<file path="config.mk">
export PLATFORM = sky130hd
export DESIGN_NAME = mem_port_arbiter_flat
export DESIGN_NICKNAME = d
export VERILOG_FILES = /design/src/rtl/mem_port_arbiter_if.sv /design/src/rtl/mem_port_arbiter.sv /design/src/flat_wrapper.sv
export SDC_FILE = /design/constraint.sdc
export NUM_CORES = 1
export LEC_CHECK = 0
export ABC_AREA = 1
export CAP_MARGIN = 20
export CORE_MARGIN = 4
export CORE_UTILIZATION = 30
export CTS_CLUSTER_DIAMETER = 200
export CTS_CLUSTER_SIZE = 25
export DETAILED_ROUTE_END_ITERATION = 10
export SLEW_MARGIN = 15
export SYNTH_ARGS = -nofsm -noshare
export SYNTH_HDL_FRONTEND = slang
export SYNTH_SLANG_ARGS = --single-unit
</file>
<file path="constraint.sdc">
create_clock -name clk -period 2.33 [get_ports clk]
set_input_delay 0.466 -clock clk [delete_from_list [all_inputs] [get_ports clk]]
set_output_delay 0.466 -clock clk [all_outputs]
set_load 0.1 [all_outputs]
</file>
<file path="src/rtl/mem_port_arbiter_if.sv">
// Bundle of the fetch, load/store and memory-side signals around mem_port_arbiter.
// slave is the arbiter's view; master is the pipeline plus memory model.
interface mem_port_arbiter_if #(
    parameter int AW = 16,
    parameter int DW = 16
);
    logic          i_req;
    logic [AW-1:0] i_addr;
    logic          i_flush;
    logic [DW-1:0] i_rdata;
    logic          i_ack;
    logic          stall_if;

    logic          d_re;
    logic          d_we;
    logic [AW-1:0] d_addr;
    logic [DW-1:0] d_wdata;
    logic [DW-1:0] d_rdata;
    logic          d_ack;
    logic          stall_mem;

    logic          mem_en;
    logic          mem_we;
    logic [AW-1:0] mem_addr;
    logic [DW-1:0] mem_wdata;
    logic [DW-1:0] mem_rdata;
    logic          mem_ready;

    modport slave (
        input  i_req, i_addr, i_flush, d_re, d_we, d_addr, d_wdata, mem_rdata, mem_ready,
        output i_rdata, i_ack, stall_if, d_rdata, d_ack, stall_mem,
               mem_en, mem_we, mem_addr, mem_wdata
    );

    modport master (
        output i_req, i_addr, i_flush, d_re, d_we, d_addr, d_wdata, mem_rdata, mem_ready,
        input  i_rdata, i_ack, stall_if, d_rdata, d_ack, stall_mem,
               mem_en, mem_we, mem_addr, mem_wdata
    );
endinterface

</file>
<file path="src/rtl/mem_port_arbiter.sv">
// Serialises IF fetches and MEM loads/stores onto one single-ported,
// variable-latency memory, returning one-cycle acks and per-port stalls.
module mem_port_arbiter #(
    parameter int AW           = 16,
    parameter int DW           = 16,
    parameter int STARVE_LIMIT = 4
) (
    input logic               clk,
    input logic               rst_n,
    mem_port_arbiter_if.slave bus
);
    localparam int            CW      = $clog2(STARVE_LIMIT + 1);
    localparam logic [CW-1:0] LIMIT_C = CW'(STARVE_LIMIT);

    typedef enum logic [1:0] {
        IDLE  = 2'd0,
        I_ACC = 2'd1,
        D_ACC = 2'd2
    } state_e;

    state_e        state_q, state_d;
    logic [CW-1:0] starve_q, starve_d;
    logic          drop_q, drop_d;
    logic          i_ack_q, i_ack_d;
    logic          d_ack_q, d_ack_d;
    logic [DW-1:0] i_rdata_q, i_rdata_d;
    logic [DW-1:0] d_rdata_q, d_rdata_d;
    logic [AW-1:0] mem_addr_q, mem_addr_d;
    logic [DW-1:0] mem_wdata_q, mem_wdata_d;
    logic          mem_we_q, mem_we_d;

    logic          i_elig;
    logic          d_elig;
    logic          grant_i;
    logic          grant_d;
    logic          drop_now;

    // A port acked this cycle still shows its finished request, so mask it once.
    always_comb begin
        i_elig   = bus.i_req & ~i_ack_q & ~bus.i_flush;
        d_elig   = (bus.d_re | bus.d_we) & ~d_ack_q;
        grant_i  = i_elig & (~d_elig | (starve_q >= LIMIT_C));
        grant_d  = d_elig & ~grant_i;
        drop_now = drop_q | bus.i_flush;
    end

    always_comb begin
        state_d     = state_q;
        starve_d    = starve_q;
        drop_d      = drop_q;
        i_ack_d     = 1'b0;
        d_ack_d     = 1'b0;
        i_rdata_d   = i_rdata_q;
        d_rdata_d   = d_rdata_q;
        mem_addr_d  = mem_addr_q;
        mem_wdata_d = mem_wdata_q;
        mem_we_d    = mem_we_q;

        unique case (state_q)
            IDLE: begin
                drop_d = 1'b0;
                if (grant_i) begin
                    state_d    = I_ACC;
                    mem_addr_d = bus.i_addr;
                    mem_we_d   = 1'b0;
                    starve_d   = '0;
                end else if (grant_d) begin
                    state_d     = D_ACC;
                    mem_addr_d  = bus.d_addr;
                    mem_wdata_d = bus.d_wdata;
                    mem_we_d    = bus.d_we;
                    if (!bus.i_req) begin
                        starve_d = '0;
                    end else if (starve_q != LIMIT_C) begin
                        starve_d = starve_q + 1'b1;
                    end
                end
            end
            I_ACC: begin
                drop_d = drop_now;
                if (bus.mem_ready) begin
                    state_d  = IDLE;
                    drop_d   = 1'b0;
                    mem_we_d = 1'b0;
                    if (!drop_now) begin
                        i_ack_d   = 1'b1;
                        i_rdata_d = bus.mem_rdata;
                    end
                end
            end
            D_ACC: begin
                if (bus.mem_ready) begin
                    state_d  = IDLE;
                    d_ack_d  = 1'b1;
                    mem_we_d = 1'b0;
                    if (!mem_we_q) begin
                        d_rdata_d = bus.mem_rdata;
                    end
                end
            end
            default: begin
                state_d = IDLE;
            end
        endcase
    end

    always_ff @(posedge clk) begin
        if (!rst_n) begin
            state_q     <= IDLE;
            starve_q    <= '0;
            drop_q      <= 1'b0;
            i_ack_q     <= 1'b0;
            d_ack_q     <= 1'b0;
            i_rdata_q   <= '0;
            d_rdata_q   <= '0;
            mem_addr_q  <= '0;
            mem_wdata_q <= '0;
            mem_we_q    <= 1'b0;
        end else begin
            state_q     <= state_d;
            starve_q    <= starve_d;
            drop_q      <= drop_d;
            i_ack_q     <= i_ack_d;
            d_ack_q     <= d_ack_d;
            i_rdata_q   <= i_rdata_d;
            d_rdata_q   <= d_rdata_d;
            mem_addr_q  <= mem_addr_d;
            mem_wdata_q <= mem_wdata_d;
            mem_we_q    <= mem_we_d;
        end
    end

    assign bus.mem_en    = (state_q != IDLE);
    assign bus.mem_we    = mem_we_q;
    assign bus.mem_addr  = mem_addr_q;
    assign bus.mem_wdata = mem_wdata_q;
    assign bus.i_rdata   = i_rdata_q;
    assign bus.i_ack     = i_ack_q;
    assign bus.d_rdata   = d_rdata_q;
    assign bus.d_ack     = d_ack_q;
    assign bus.stall_if  = bus.i_req & ~i_ack_q;
    assign bus.stall_mem = (bus.d_re | bus.d_we) & ~d_ack_q;
endmodule

</file>
<file path="src/flat_wrapper.sv">
// flat-port wrapper written by rule: the top's interface ports become plain ports
module mem_port_arbiter_flat 
#(
    parameter int AW           = 16,
    parameter int DW           = 16,
    parameter int STARVE_LIMIT = 4
)
  (clk, rst_n, bus_i_req, bus_i_addr, bus_i_flush, bus_d_re, bus_d_we, bus_d_addr, bus_d_wdata, bus_mem_rdata, bus_mem_ready, bus_i_rdata, bus_i_ack, bus_stall_if, bus_d_rdata, bus_d_ack, bus_stall_mem, bus_mem_en, bus_mem_we, bus_mem_addr, bus_mem_wdata);
  mem_port_arbiter_if #(.AW(AW), .DW(DW)) bus_i ();
  input logic clk;
  input logic rst_n;
  input wire logic [$bits(bus_i.i_req)-1:0] bus_i_req;
  input wire logic [$bits(bus_i.i_addr)-1:0] bus_i_addr;
  input wire logic [$bits(bus_i.i_flush)-1:0] bus_i_flush;
  input wire logic [$bits(bus_i.d_re)-1:0] bus_d_re;
  input wire logic [$bits(bus_i.d_we)-1:0] bus_d_we;
  input wire logic [$bits(bus_i.d_addr)-1:0] bus_d_addr;
  input wire logic [$bits(bus_i.d_wdata)-1:0] bus_d_wdata;
  input wire logic [$bits(bus_i.mem_rdata)-1:0] bus_mem_rdata;
  input wire logic [$bits(bus_i.mem_ready)-1:0] bus_mem_ready;
  output wire logic [$bits(bus_i.i_rdata)-1:0] bus_i_rdata;
  output wire logic [$bits(bus_i.i_ack)-1:0] bus_i_ack;
  output wire logic [$bits(bus_i.stall_if)-1:0] bus_stall_if;
  output wire logic [$bits(bus_i.d_rdata)-1:0] bus_d_rdata;
  output wire logic [$bits(bus_i.d_ack)-1:0] bus_d_ack;
  output wire logic [$bits(bus_i.stall_mem)-1:0] bus_stall_mem;
  output wire logic [$bits(bus_i.mem_en)-1:0] bus_mem_en;
  output wire logic [$bits(bus_i.mem_we)-1:0] bus_mem_we;
  output wire logic [$bits(bus_i.mem_addr)-1:0] bus_mem_addr;
  output wire logic [$bits(bus_i.mem_wdata)-1:0] bus_mem_wdata;
  assign bus_i.i_req = bus_i_req;
  assign bus_i.i_addr = bus_i_addr;
  assign bus_i.i_flush = bus_i_flush;
  assign bus_i.d_re = bus_d_re;
  assign bus_i.d_we = bus_d_we;
  assign bus_i.d_addr = bus_d_addr;
  assign bus_i.d_wdata = bus_d_wdata;
  assign bus_i.mem_rdata = bus_mem_rdata;
  assign bus_i.mem_ready = bus_mem_ready;
  assign bus_i_rdata = bus_i.i_rdata;
  assign bus_i_ack = bus_i.i_ack;
  assign bus_stall_if = bus_i.stall_if;
  assign bus_d_rdata = bus_i.d_rdata;
  assign bus_d_ack = bus_i.d_ack;
  assign bus_stall_mem = bus_i.stall_mem;
  assign bus_mem_en = bus_i.mem_en;
  assign bus_mem_we = bus_i.mem_we;
  assign bus_mem_addr = bus_i.mem_addr;
  assign bus_mem_wdata = bus_i.mem_wdata;
  mem_port_arbiter #(.AW(AW), .DW(DW), .STARVE_LIMIT(STARVE_LIMIT)) u_core (.clk(clk), .rst_n(rst_n), .bus(bus_i));
endmodule
</file>
==> results by stage <==
Detailed routing:
- Dividing the detail-routed via count by the number of cells gives 4.41.
- After detailed routing, the total wire length is 9.23 mm.
- The first routing iteration left 112 violations.
- The wire length per cell after detailed routing is 12.9 um.
- In the routed design, unresolved DRC markers number 0.
- The remaining antenna violation count is 0.
- The pre-antenna-repair detailed-routing pass consisted of 6 iterations.
- For this block, the via count after detailed routing is 3,154.

Setup path:
- Measured in cells, the most critical reg-to-reg path has a length of 6.
- The critical path contains buffers and inverters numbering 4 combined.
- The worst setup path is of the in -> out kind.
- The slowest stage of the critical path belongs to the cell sky130_fd_sc_hd__clkdlybuf4s50_1.
- The setup check on the worst reg-to-reg path leaves a slack of 0.80 ns.
- The cell repeated most along the worst path is sky130_fd_sc_hd__nand2_1.
- The signal on the critical path passes through clkdlybuf4s50_1, inv_1, nand2_1, nand2_1, inv_2, buf_12.
- The number of logic stages on the critical path including buffering is 6.
- The type of destination of the critical path is a primary output.
- STA classifies the critical path startpoint as a primary input.
- In this run the critical register-to-register path is launched from u_core.state_q[0].
- In this design, the stage delay of the slowest critical-path cell is 0.48 ns.
- The biggest fanout along the worst timing path is 11.
- The required time of the critical path is 1.86 ns.
- The kind of cell with the highest combined delay on the critical path is buffers and inverters.
- The timing startpoint of the critical path is bus_d_we.
- At the worst endpoint, the arrival time is 1.60 ns.

Floorplan:
- The initial cell density of the core is 30.6%.
- The initialized floorplan defines 37 standard-cell rows.
- The width of the die is 110 um.
- The area of the core is 0.0103 mm^2.
- The floorplan step set the die height to 110 um.
- The number of ports placed on the die boundary is 141.
- The floorplan step defined a die boundary enclosing 0.0122 mm^2.

Global route:
- The met1 track demand over resource is 17.5%.
- The initial antenna violation count came to 0.
- The first-pass GRT wire length is 14.4 mm.
- The maximum number of pins on one net before global-route repair is 38.
- The layer flagged by global routing as most heavily used is met2.
- Summed over all layers, the global routing overflow is 0.
- The met2 usage is 25.4%.
- For this run, global-route usage on met3 was measured as 5.07%.
- Global routing consumed, over all layers together, 15.0% of the routing resources.
- The number of global-route vias before repair is 3,108.

Flow run:
- Max-cap violations in this run came to 0.

CTS:
- The clock drives 73 sinks.
- Clock tree synthesis selected as its root buffer the cell sky130_fd_sc_hd__clkbuf_8.
- The clock insertion delay at the later pin of the skew report is 0.34 ns.
- The number of gates resized after cts is 0.
- TritonCTS built the clock tree.
- Once the clock tree was built, the setup fixing pass inserted 0 buffers.
- The clock tree synthesis step divided the H-tree into 3 levels.
- The number of buffers added to fix hold violations after cts is 0.
- No sink is reached through more buffers than the 2 on the longest clock path.
- TritonCTS created 9 clock buffers.
- Clock-pin slew was measured on the worst setup and hold paths at 0.08 ns.

Hold path:
- In this run the most critical hold path is launched from u_core.bus.mem_wdata[10].
- The worst hold path was traced through 2 stages.
- In this run the worst hold path is classified as reg -> reg.

Synthesis:
- The mapped netlist covers 0.00314 mm^2.
- The most used flip-flop cell after synthesis is sky130_fd_sc_hd__dfxtp_1.
- By area the synthesized netlist is led by sky130_fd_sc_hd__dfxtp_1 (47%), sky130_fd_sc_hd__nor2_1 (13%), sky130_fd_sc_hd__nand2_1 (10%), sky130_fd_sc_hd__o21ai_0 (5.1%), sky130_fd_sc_hd__inv_1 (4.2%).
- The synthesized area per cell is 7.19 um^2.
- The count of yosys warnings during synthesis is 0.
- By count the netlist is led by sky130_fd_sc_hd__nor2_1 (108), sky130_fd_sc_hd__nand2_1 (86), sky130_fd_sc_hd__dfxtp_1 (73).
- The number of distinct standard cells referenced by the synthesized netlist is 21.
- The number of nets in the synthesized netlist is 514.
- Counting every instance in the synthesized netlist gives 437.
- The number of enable-type register cells in the synthesized netlist is 0.
- The sequential cell area fraction in the yosys report is 46.5%.
- The number of synthesized register bits is 73.
- The fraction of synthesized cell area taken by the top area cell type is 46.5%.
- Yosys instantiated no cell more often than sky130_fd_sc_hd__nor2_1.
- The async set-reset flop share out of synthesis is 0%.
- The library cell occupying the most area in the post-synthesis netlist is sky130_fd_sc_hd__dfxtp_1.

Power and ir drop:
- Per report_power, the clock group accounts for 25.5% of the total.
- The completed layout was analyzed and its total power is 3.85 mW.
- The net switching power figure is 1.62 mW.
- Combinational logic is responsible for 37.8% of the overall power.
- The worst-case IR drop observed on VDD is 0.000358 V.
- Cell internal power was estimated by the tool at 2.23 mW.
- The switching fraction of total power is 42.1%.
- Sequential cells account for 36.8% of the total power.
- In this run the power density over the cells is 823 mW/mm^2.
- The cell leakage power is 2.23 nW.

Timing:
- The worst path uses 88.5% of the clock period.
- The shortest period the worst path allows is 2.06 ns.
- The total negative slack for setup checks is 0 ns.
- For this run, the top clock speed supported by timing is 485 MHz.
- The number of hold-slack violations in the final timing report is 0.
- The transition time at the pin with the least slew margin is 0.676 ns.
- The worst slew slack as a fraction of its limit is 54.8%.
- On the final layout, the worst clock skew is 0.00880 ns.
- Setup repair after global routing left no endpoint under its margin.
- The number of max-slew violations in the final report is 0.
- Across all setup checks in the final design, the least slack found is 0.268 ns.
- Setup violations remaining at the end of the flow were counted as 0.

Status:
- The flow ran to the end, and the final reports show no timing, DRC or antenna violations.

Cells and area:
- Summing all non-filler instances in the final layout gives an area of 0.00468 mm^2.
- Compared with the post-synthesis result, the final layout area differs by 49.1%.
- The layout filler cell count is 1,083.
- The final standard cell utilization of the core is 45.6%.
- Of the cells placed in the final design, the portion with a size suffix greater than 1 is 19.1%.
- The net count reported at finish is 652.
- 0 antenna diodes ended up in the layout.

Placement:
- At the end of routability-driven placement, the weighted congestion stood at 0.802.
- After detailed placement, the total cell area comes to 0.00449 mm^2.
- The half-perimeter wire length after placement is 6.76 mm.
- At the placement stage, the worst setup path has a slack of 0.239 ns.
- The count of buffers inserted at the top-level ports is 140.
registers in the layout, summed over array words and instances (netlist names):
name                  cells
u_core.bus.d_rdata       16
u_core.bus.mem_addr      16
u_core.bus.i_rdata       16
u_core.bus.i_ack          1
u_core.bus.mem_we         1
u_core.state_q            2
u_core.bus.d_ack          1
u_core.starve_q           3
u_core.drop_q             1
u_core.bus.mem_wdata     16
worst paths after layout:
path                                                 end
worst min-delay path            u_core.bus.mem_wdata[10]
worst max-delay path                       bus_stall_mem
worst max register to register   u_core.bus.mem_wdata[5]
worst min register to register  u_core.bus.mem_wdata[10]
cell type report:
class	instances	area [um^2]	area share, %
clock buffer	9	124	2.64
clock inverter	7	68.8	1.47
inverter	39	146	3.13
multi-input combinational	302	1370	29.3
sequential	73	1460	31.2
tap	136	170	3.63
timing repair buffer	150	1340	28.6
worst register-to-register path, cell delays in order (launching register included):
cell and delay, ns:
sky130_fd_sc_hd__dfxtp_1 0.34, sky130_fd_sc_hd__inv_1 0.09, sky130_fd_sc_hd__ha_1 0.17, sky130_fd_sc_hd__buf_4 0.24, sky130_fd_sc_hd__nand3_2 0.32, sky130_fd_sc_hd__nand2_1 0.15, sky130_fd_sc_hd__a21oi_1 0.08
logic make-up after synthesis:
logic type,synth area share (%)
buf+inv,9.80
fa+ha+maj,2.39
simple gates,32.2
compound gates,9.04
flops,46.5
power groups by stage:
| stage | Combinational, mW | Sequential (mW) | Clock, mW |
|---|---|---|---|
| CTS | 1.47 | 1.42 | 1.01 |
| finish | 1.45 | 1.42 | 0.980 |
| global route | 1.54 | 1.43 | 1.07 |
| global placement | 1.45 | 1.44 | 0 |
| detailed placement | 1.46 | 1.45 | 0 |
| floorplan | 0.393 | 2.14 | 0 |
placed cells by master (no fill, tap or decap), drive strengths merged:
| cell type | Yosys | final |
|---|---|---|
| nor2 | 112 | 112 |
| nor3 | 1 | 1 |
| o21ai | 32 | 32 |
| clkbuf | 6 | 9 |
| clkinvlp | 0 | 2 |
| nand2 | 88 | 88 |
| clkinv | 0 | 3 |
| bufinv | 0 | 1 |
| buf | 17 | 80 |
| dfxtp | 73 | 73 |
| clkdlybuf4s50 | 0 | 70 |
| nand3 | 24 | 24 |
| inv | 39 | 40 |
| nand4 | 17 | 17 |
| o21a | 1 | 1 |
| ha | 6 | 6 |
| a21oi | 21 | 21 |
layer usage:
metal	vias to the layer above	wire length, um
met2	105	4170
met4	0	157
met1	1384	4030
met5	-	0
met3	14	886
li1	1651	-
through the flow:
stage               std cells  hold slack (ns)
finish                    716            0.472
global route              716            0.486
CTS                       716            0.473
detailed placement        700            0.459
global placement          700            0.455
floorplan                 437            0.476
Note: power is estimated with default switching activity, not from simulation.
